[config.mk]
export PLATFORM = sky130hd
export DESIGN_NAME = dvi_timing_gen
export DESIGN_NICKNAME = d
export VERILOG_FILES = /design/src/rtl/dvi_timing_gen.sv
export SDC_FILE = /design/constraint.sdc
export NUM_CORES = 1
export LEC_CHECK = 0
export BUFFER_PORTS_ARGS = -buffer_cell sky130_fd_sc_hd__buf_2
export CAP_MARGIN = 30
export CORE_ASPECT_RATIO = 1.4
export CORE_MARGIN = 5
export CORE_UTILIZATION = 60
export CTS_CLUSTER_SIZE = 10
export DETAILED_ROUTE_END_ITERATION = 16
export PLACE_DENSITY = 0.86
export REMOVE_ABC_BUFFERS = 1
export SLEW_MARGIN = 20
export SYNTH_ARGS = -nofsm -noshare
export SYNTH_HDL_FRONTEND = slang
export SYNTH_SLANG_ARGS = --single-unit
[constraint.sdc]
create_clock -name clk -period 5.45 [get_ports clk]
set_clock_uncertainty 0.2 [all_clocks]
set_input_delay 1.09 -clock clk [delete_from_list [all_inputs] [get_ports clk]]
set_output_delay 1.09 -clock clk [all_outputs]
set_load 0.02 [all_outputs]
[src/rtl/dvi_timing_gen.sv]
// dvi_timing_gen: raster timing generator feeding the TMDS encoders.
// Two cascaded four-state FSMs (horizontal per pixel, vertical per line), each
// with a down-counter reloaded on every state change. All outputs are
// registered and advance only on enabled clock edges.
// Optional feature macro: DVI_TIMING_GEN_PREFETCH_EN. When defined, pix_req,
// pix_x and pix_y present the den/x/y of the following enabled cycle so a
// one-cycle-latency pixel source can line its data up with den.
module dvi_timing_gen #(
    parameter int   H_ACTIVE   = 640,
    parameter int   H_FRONT    = 16,
    parameter int   H_SYNC     = 96,
    parameter int   H_BACK     = 48,
    parameter int   V_ACTIVE   = 480,
    parameter int   V_FRONT    = 10,
    parameter int   V_SYNC     = 2,
    parameter int   V_BACK     = 33,
    parameter logic H_SYNC_POL = 1'b0,
    parameter logic V_SYNC_POL = 1'b0,
    parameter int   W_COORD    = 12
) (
    input  logic               clk,
    input  logic               rst_n,
    input  logic               en,
    output logic               hsync,
    output logic               vsync,
    output logic               den,
    output logic [W_COORD-1:0] x,
    output logic [W_COORD-1:0] y,
    output logic               line_start,
    output logic               frame_start,
    output logic               pix_req,
    output logic [W_COORD-1:0] pix_x,
    output logic [W_COORD-1:0] pix_y
);

    function automatic int max2(input int a, input int b);
        return (a > b) ? a : b;
    endfunction

    // Counter width covers the longest state of either FSM (count runs len-1..0).
    localparam int MAX_LEN = max2(max2(max2(H_ACTIVE, H_FRONT), max2(H_SYNC, H_BACK)),
                                  max2(max2(V_ACTIVE, V_FRONT), max2(V_SYNC, V_BACK)));
    localparam int CW      = (MAX_LEN > 1) ? $clog2(MAX_LEN) : 1;

    typedef enum logic [1:0] {
        ST_ACTIVE = 2'd0,
        ST_FRONT  = 2'd1,
        ST_SYNC   = 2'd2,
        ST_BACK   = 2'd3
    } state_t;

    function automatic state_t next_state(input state_t st);
        case (st)
            ST_ACTIVE: return ST_FRONT;
            ST_FRONT:  return ST_SYNC;
            ST_SYNC:   return ST_BACK;
            ST_BACK:   return ST_ACTIVE;
            default:   return ST_ACTIVE;
        endcase
    endfunction

    function automatic logic [CW-1:0] h_load(input state_t st);
        case (st)
            ST_ACTIVE: return CW'(H_ACTIVE - 1);
            ST_FRONT:  return CW'(H_FRONT - 1);
            ST_SYNC:   return CW'(H_SYNC - 1);
            ST_BACK:   return CW'(H_BACK - 1);
            default:   return CW'(H_ACTIVE - 1);
        endcase
    endfunction

    function automatic logic [CW-1:0] v_load(input state_t st);
        case (st)
            ST_ACTIVE: return CW'(V_ACTIVE - 1);
            ST_FRONT:  return CW'(V_FRONT - 1);
            ST_SYNC:   return CW'(V_SYNC - 1);
            ST_BACK:   return CW'(V_BACK - 1);
            default:   return CW'(V_ACTIVE - 1);
        endcase
    endfunction

    // Column within the active region: the down-counter runs H_ACTIVE-1..0.
    function automatic logic [W_COORD-1:0] h_coord(input state_t st, input logic [CW-1:0] cnt);
        if (st == ST_ACTIVE) begin
            return W_COORD'(H_ACTIVE - 1 - int'(cnt));
        end else begin
            return {W_COORD{1'b0}};
        end
    endfunction

    function automatic logic [W_COORD-1:0] v_coord(input state_t st, input logic [CW-1:0] cnt);
        if (st == ST_ACTIVE) begin
            return W_COORD'(V_ACTIVE - 1 - int'(cnt));
        end else begin
            return {W_COORD{1'b0}};
        end
    endfunction

    state_t          h_st_r;
    state_t          v_st_r;
    logic [CW-1:0]   h_cnt_r;
    logic [CW-1:0]   v_cnt_r;
    state_t          h_st_s;
    state_t          v_st_s;
    logic [CW-1:0]   h_cnt_s;
    logic [CW-1:0]   v_cnt_s;
    logic            line_first_s;
    logic            frame_first_s;

    // Next raster position: horizontal steps every cycle, vertical steps at end of BACK.
    always_comb begin
        h_st_s  = h_st_r;
        h_cnt_s = h_cnt_r;
        v_st_s  = v_st_r;
        v_cnt_s = v_cnt_r;
        if (h_cnt_r == {CW{1'b0}}) begin
            h_st_s  = next_state(h_st_r);
            h_cnt_s = h_load(next_state(h_st_r));
            if (h_st_r == ST_BACK) begin
                if (v_cnt_r == {CW{1'b0}}) begin
                    v_st_s  = next_state(v_st_r);
                    v_cnt_s = v_load(next_state(v_st_r));
                end else begin
                    v_cnt_s = v_cnt_r - CW'(1'b1);
                end
            end else begin
                v_st_s  = v_st_r;
                v_cnt_s = v_cnt_r;
            end
        end else begin
            h_cnt_s = h_cnt_r - CW'(1'b1);
        end
    end

    // First pixel-time of a line / of a frame at the current position.
    always_comb begin
        line_first_s  = (h_st_r == ST_ACTIVE) && (h_cnt_r == h_load(ST_ACTIVE));
        frame_first_s = line_first_s && (v_st_r == ST_ACTIVE) && (v_cnt_r == v_load(ST_ACTIVE));
    end

    // Position state and registered decode of the current position.
    always_ff @(posedge clk or negedge rst_n) begin
        if (!rst_n) begin
            h_st_r      <= ST_ACTIVE;
            v_st_r      <= ST_ACTIVE;
            h_cnt_r     <= h_load(ST_ACTIVE);
            v_cnt_r     <= v_load(ST_ACTIVE);
            hsync       <= ~H_SYNC_POL;
            vsync       <= ~V_SYNC_POL;
            den         <= 1'b0;
            x           <= {W_COORD{1'b0}};
            y           <= {W_COORD{1'b0}};
            line_start  <= 1'b0;
            frame_start <= 1'b0;
        end else if (en) begin
            h_st_r      <= h_st_s;
            v_st_r      <= v_st_s;
            h_cnt_r     <= h_cnt_s;
            v_cnt_r     <= v_cnt_s;
            hsync       <= (h_st_r == ST_SYNC) ? H_SYNC_POL : ~H_SYNC_POL;
            vsync       <= (v_st_r == ST_SYNC) ? V_SYNC_POL : ~V_SYNC_POL;
            den         <= (h_st_r == ST_ACTIVE) && (v_st_r == ST_ACTIVE);
            x           <= h_coord(h_st_r, h_cnt_r);
            y           <= v_coord(v_st_r, v_cnt_r);
            line_start  <= line_first_s;
            frame_start <= frame_first_s;
        end
    end

`ifdef DVI_TIMING_GEN_PREFETCH_EN
    // Prefetch decode of the next position, i.e. the den/x/y one enabled cycle ahead.
    always_ff @(posedge clk or negedge rst_n) begin
        if (!rst_n) begin
            pix_req <= 1'b0;
            pix_x   <= {W_COORD{1'b0}};
            pix_y   <= {W_COORD{1'b0}};
        end else if (en) begin
            pix_req <= (h_st_s == ST_ACTIVE) && (v_st_s == ST_ACTIVE);
            pix_x   <= h_coord(h_st_s, h_cnt_s);
            pix_y   <= v_coord(v_st_s, v_cnt_s);
        end
    end
`else
    assign pix_req = 1'b0;
    assign pix_x   = {W_COORD{1'b0}};
    assign pix_y   = {W_COORD{1'b0}};
`endif

endmodule

==> metrics.txt, run 1 <==
worst r2r src=v_cnt_r[1]; Seq pwr share=0.574; Die X=69.40 um; root buf cell=clkbuf_8; Layout area overhead=6.205%; ANT nets after route=0; CP Launch Type=input port; share of post-route cells with drive strength above 1=0.2205; PwrDens=270.3 nW/um^2; share of the synthesized area in the top cell type=0.2786; CP max FO=50; Max-slew headroom=0.4984; Hold Path Class=reg -> reg; Hold Path Origin=y[9]; Rows=30; sequential-to-total area share from yosys stat=0.4382; vias in the first global route=2191; Initial Utilization=0.6121; CP endpoint kind=flip-flop; hpwl dp=4092 um; CTS H-tree depth=2; dominant cells by area after synthesis=dfrtp_1, dfstp_2, ha_1; data required time of the critical path=5.49 ns; DRT iter0 DRCs=142; Total GRT Usage=0.1789; Synth area leader=dfrtp_1; Total Wirelength=5647 um; Setup Buffers After CTS=0; minimum clock period=3.085 ns; final hold vios=0; drt first pass iters=4; critical path class=in -> reg; Core Region=4842 um^2; grt ovf=0; clock-pin slew on the worst setup and hold paths=0.09 ns; Peak VDD IR=127.9 uV; critical path buffer and inverter count=2; clock sinks=51; Layout Cells excl Fill=395; commonest non-fill, non-tap cell in the layout=dfrtp_1; CP max stage delay=0.71 ns; Clock power frac=0.278; async set-reset flop share out of synthesis=1.000; Worst-Skew Late Latency=0.30 ns; placed cell count=387; Slew @ Worst Pin=0.7467 ns; Synth Flop Type=dfrtp_1; origin of the worst setup path=en; arrival time at the worst endpoint=3.12 ns; CTS resizes=0; vias=2181; TritonCTS clock tree=done; most frequent cells in the layout=dfrtp_1, buf_2, inv_1; RSZ-0062 raised after global routing=false; Mapped Cells=308; Highest Clock Rate=324.1 MHz; leak pwr=0.001431 uW; switching fraction of total power=0.2964; Die Y=93.17 um; Port Buf Inserts=31; period utilization=0.5661; Layout Nets=351; P_int=598.8 uW; first-pass GRT wire length=9432 um; Max Cap Violations=0; CP max stage cell=or4_1; largest net degree at the start of global routing=52; Remaining DRCs=0; Synth Register Bits=51; EDFF count, synth=0; Power Total=851.0 uW; TNS Setup=0 ns; Slew Limit Fails=0; status=complete, no violations; antenna violations before repair=0; Post-Syn Area per Cell=9.624 um^2; IO Pins=57; DR vias/cell=5.522; Cell Area, Synth=2964 um^2; CP delay by family, top=simple AND/OR/NAND/NOR gates; Combinational Power Share=0.148; ANT cells=0; Ys Warns=0; Post-CTS Hold Buffers=0; routed length per instance=14.30 um; worst-path cell chain=buf_2 > buf_4 > nand4bb_1 > or4_1 > nor4_4 > mux2_1; gpl congestion=0.9018; Filler cells=408; Die Area=6466 um^2; Net Sw Power=252.2 uW; clk buf depth=2; Synth cell types=49; Final setup viols=0; TritonCTS buffer count=5
-- flip-flops by register name, indices dropped and copies added, names as in the netlist --
name / flops
x: 11
den: 1
hsync: 1
vsync: 1
y: 11
h_cnt_r: 10
v_st_r: 2
line_start: 1
h_st_r: 2
v_cnt_r: 10
frame_start: 1
-- path summary, 6_finish.rpt --
check	to	slack, ns	depth (start not counted)
setup / recovery	v_cnt_r[8]	2.36	6
hold / removal	y[9]	0.29	1
setup reg to reg	v_cnt_r[7]	2.87	6
hold reg to reg	y[9]	0.29	1
max in group asynchronous	x[8]	3.95	2
min in group asynchronous	x[0]	0.68	2
-- metal layers --
metal / part of all wire / track usage / wire length, um
met1: 0.39 / 0.1914 / 2204
met2: 0.53 / 0.3264 / 3000
met4: 0.032 / 0.09283 / 182
met3: 0.046 / 0.03978 / 258
met5: 0 / 0 / 0
-- cell type report --
cell class	count	area, um^2	share of cell area
timing repair buffer	34	177.7	0.05644
inverter	30	112.6	0.03577
multi-input combinational	208	1379	0.4380
clock buffer	8	100.1	0.03180
sequential	51	1299	0.4126
tap	64	80.08	0.02544
-- kinds of logic after synthesis --
logic type	synth area share
flip-flops	0.4382
AO/OA/AOI/OAI	0.1347
other	0.001265
XOR/XNOR	0.02068
AND/OR/NAND/NOR	0.1807
multiplexers	0.02153
adder cells (fa/ha/maj)	0.07598
buffers and inverters	0.1271
-- power by group through the flow --
stage          combinational [uW]  sequential, uW  clock, uW
6_report                      126             489        237
3_5_place_dp                  125             494          0
5_1_grt                       139             496        254
3_3_place_gp                  121             493          0
4_1_cts                       125             487        240
2_1_floorplan                94.3             477          0
-- synthesized netlist by cell type (2+ instances only) --
library cell and number:
a211oi_1 3, a21o_1 2, a21oi_1 7, a31o_2 5
a31oi_1 3, and2_1 2, buf_4 27, clkbuf_1 14
dfrtp_1 33, dfstp_2 18, ha_1 18, inv_1 30
mux2_2 2, mux2i_1 3, nand2_1 12, nand2b_1 3
nand3_1 10, nand3b_1 9, nand4_1 6, nand4bb_1 2
nor2_1 18, nor2b_1 4, nor3_1 8, nor4_1 3
nor4_2 2, o211ai_1 3, o21ai_0 24, o2bb2ai_1 7
or3_1 2, or3b_2 2, or4_1 3, xnor2_1 5
xor2_1 2
-- metrics by stage --
stage	hold slack [ns]	utilization	setup WS (ns)	area [um^2]
after floorplan	0.2905	-	2.623	2790
after global placement	0.2678	0.6295	2.149	3048
after detailed placement	0.2683	0.6295	2.058	3048
after CTS	0.2961	0.6501	2.380	3148
after global routing	0.3070	0.6501	2.226	3148
final	0.2893	0.6501	2.365	3148
-- worst reg2reg max path, stage by stage (launching register included) --
cell	delay, ns
dfstp_2	0.39
inv_1	0.09
ha_1	0.18
or3b_2	0.56
nor3_1	0.66
a211oi_1	0.11
a211oi_1	0.27
Power figures use the tool's default switching activity.
==> run 2, diff against run 1 <==
--- a/config.mk
+++ b/config.mk
@@ -9,10 +9,10 @@
 export CAP_MARGIN = 30
 export CORE_ASPECT_RATIO = 1.4
 export CORE_MARGIN = 5
-export CORE_UTILIZATION = 60
+export CORE_UTILIZATION = 55
 export CTS_CLUSTER_SIZE = 10
 export DETAILED_ROUTE_END_ITERATION = 16
-export PLACE_DENSITY = 0.86
+export PLACE_DENSITY = 0.79
 export REMOVE_ABC_BUFFERS = 1
 export SLEW_MARGIN = 20
 export SYNTH_ARGS = -nofsm -noshare
==> constraint.sdc (replaced) <==
create_clock -name clk -period 3 [get_ports clk]
set_clock_uncertainty 0.2 [all_clocks]
set_input_delay 0.6 -clock clk [delete_from_list [all_inputs] [get_ports clk]]
set_output_delay 0.6 -clock clk [all_outputs]
set_load 0.02 [all_outputs]
==> run 2 against run 1 <==
Against the previous run:
- sequential power grew 81%
- critical endpoint unchanged
- cell area grew 0.99%
- highest routed layer unchanged
- core utilization shrank 3.8 points
- largest cell class unchanged
- critical path depth shrank 2
- count of clock-buffer cells in the layout shrank 1
- total power grew 86%
- worst setup slack lost 1.8 ns
- critical path type is now reg -> reg
- die area grew 7.9%
==> metrics.txt, run 2 (synthesis results as in run 1) <==
TritonCTS buffer count=5 (unchanged); CP Depth=4 (was 6); Net Sw Power=456.4 uW (was 252.2 uW); Layout area overhead=7.260% (was 6.205%); Highest Clock Rate=402.7 MHz; status=complete, no violations (unchanged); root buf cell=clkbuf_8 (unchanged); ANT nets after route=0 (unchanged); CP delay by family, top=simple AND/OR/NAND/NOR gates (unchanged); CP Capture Point=v_cnt_r[8] (unchanged); switching fraction of total power=0.2882 (was 0.2964); Worst-Skew Late Latency=0.30 ns (about the same); r2r endpoint=v_cnt_r[8] (was v_cnt_r[7]); Combinational Power Share=0.147 (was 0.148); R2R Setup Slk=0.52 ns (was 2.87 ns); Clock power frac=0.295 (was 0.278); period utilization=0.8276; antenna violations before repair=0 (unchanged); Worst Reg2Reg Path Length in Cells=4 (was 6); Die Area=6978 um^2 (was 6466 um^2); CP Launch Type=flip-flop (was input port); leak pwr=0.001448 uW (was 0.001431 uW); Total Wirelength=6101 um (was 5647 um); biggest regs=x: 11 flops, y: 11 flops (unchanged); utilization after layout=0.6117 (was 0.6501); critical path class=reg -> reg (was in -> reg); Setup Buffers After CTS=0 (unchanged); Rows=31 (was 30); CP max FO=6 (was 50); Peak VDD IR=240.6 uV (was 127.9 uV); DR vias/cell=5.465 (was 5.522); RSZ-0062 raised after global routing=false (unchanged); TNS Setup=0 ns (unchanged); P_int=1127 uW (was 598.8 uW); first-pass GRT wire length=10440 um (was 9432 um); vias=2186 (was 2181); Slew @ Worst Pin=0.6552 ns (was 0.7467 ns); Initial Utilization=0.5703 (was 0.6121); CP max stage cell=or4_1 (unchanged); Slew Limit Fails=0 (unchanged); Total GRT Usage=0.1851 (was 0.1789); Core Region=5197 um^2 (was 4842 um^2); largest net degree at the start of global routing=50 (was 52); Die Y=96.86 um (was 93.17 um); CTS resizes=0 (unchanged); Post-CTS Hold Buffers=0 (unchanged); CTS H-tree depth=2 (unchanged); hpwl dp=4550 um (was 4092 um); clock sinks=51 (unchanged); clk buf depth=2 (unchanged); Layout Nets=354 (was 351); Max Cap Violations=0 (unchanged); Final setup viols=0 (unchanged); origin of the worst setup path=h_cnt_r[7] (was en); Filler cells=485 (was 408); Seq pwr share=0.558 (was 0.574); routed length per instance=15.25 um (was 14.30 um); worst r2r src=h_cnt_r[7] (was v_cnt_r[1]); drt first pass iters=4 (unchanged); clock-pin slew on the worst setup and hold paths=0.09 ns (about the same); PwrDens=498.1 nW/um^2 (was 270.3 nW/um^2); fin worst setup slack=0.5171 ns (was 2.365 ns); Die X=72.05 um (was 69.40 um); DRT iter0 DRCs=115 (was 142); minimum clock period=2.483 ns; commonest non-fill, non-tap cell in the layout=dfrtp_1 (unchanged); grt ovf=0 (unchanged); IO Pins=57 (unchanged); CP endpoint kind=flip-flop (unchanged); most frequent cells in the layout=dfrtp_1, buf_2, inv_1 (unchanged); TritonCTS clock tree=done (unchanged); pre-CTS setup slack=0.5260 ns (was 2.058 ns); data required time of the critical path=3.03 ns (was 5.49 ns); Port Buf Inserts=31 (unchanged); arrival time at the worst endpoint=2.51 ns (was 3.12 ns); gpl congestion=0.8673 (was 0.9018); share of post-route cells with drive strength above 1=0.2246 (was 0.2205); Hold Path Class=in -> async (was reg -> reg); final hold vios=0 (unchanged); Remaining DRCs=0 (unchanged); worst-path cell chain=or4_4 > or4_1 > nor4_4 > mux2_1 (was buf_2 > buf_4 > nand4bb_1 > or4_1 > nor4_4 > mux2_1); CP max stage delay=0.68 ns (was 0.71 ns); Max-slew headroom=0.5592 (was 0.4984); critical path buffer and inverter count=0 (was 2); vias in the first global route=2258 (was 2191); ANT cells=0 (unchanged)
-- run 2: stage by stage --
stage               cell area (um^2)  hold slack, ns  power [uW]  instances
finish                          3179         0.09630        1584        400
global route                    3179          0.1535        1665        400
CTS                             3179          0.1110        1598        400
detailed placement              3073          0.2727        1123        392
global placement                3073          0.2742        1115        392
floorplan                       2790          0.1044        1038        289
-- run 2: routing by layer --
metal,share of wire,track usage
met5,0,0
met4,0.039,0.1013
met3,0.043,0.03216
met2,0.53,0.3314
met1,0.39,0.1997
-- run 2: worst min-delay path by stage --
stage | start | endpoint | slack (ns) | depth (start not counted)
floorplan | rst_n | den | 0.10 | 0
detailed placement | frame_start | frame_start | 0.27 | 1
global placement | y[9] | y[9] | 0.27 | 1
CTS | rst_n | line_start | 0.11 | 1
finish | rst_n | x[0] | 0.1 | 1
global route | rst_n | line_start | 0.15 | 1
-- run 2: layout make-up --
class / instances / area, um^2 / area share
clock buffers: 7 / 76.32 / 0.02401
clock inverters: 1 / 30.03 / 0.009445
inverters: 30 / 112.6 / 0.03542
multi-input cells: 208 / 1379 / 0.4337
flip-flops and latches: 51 / 1299 / 0.4085
well taps: 66 / 82.58 / 0.02597
repair buffers: 37 / 200.2 / 0.06297
-- run 2: power groups by stage --
stage	Combinational, uW	Sequential (uW)	Clock [uW]
floorplan	171	867	0
global placement	227	888	0
finish	232	884	468
CTS	234	882	482
global route	262	896	507
detailed placement	230	893	0
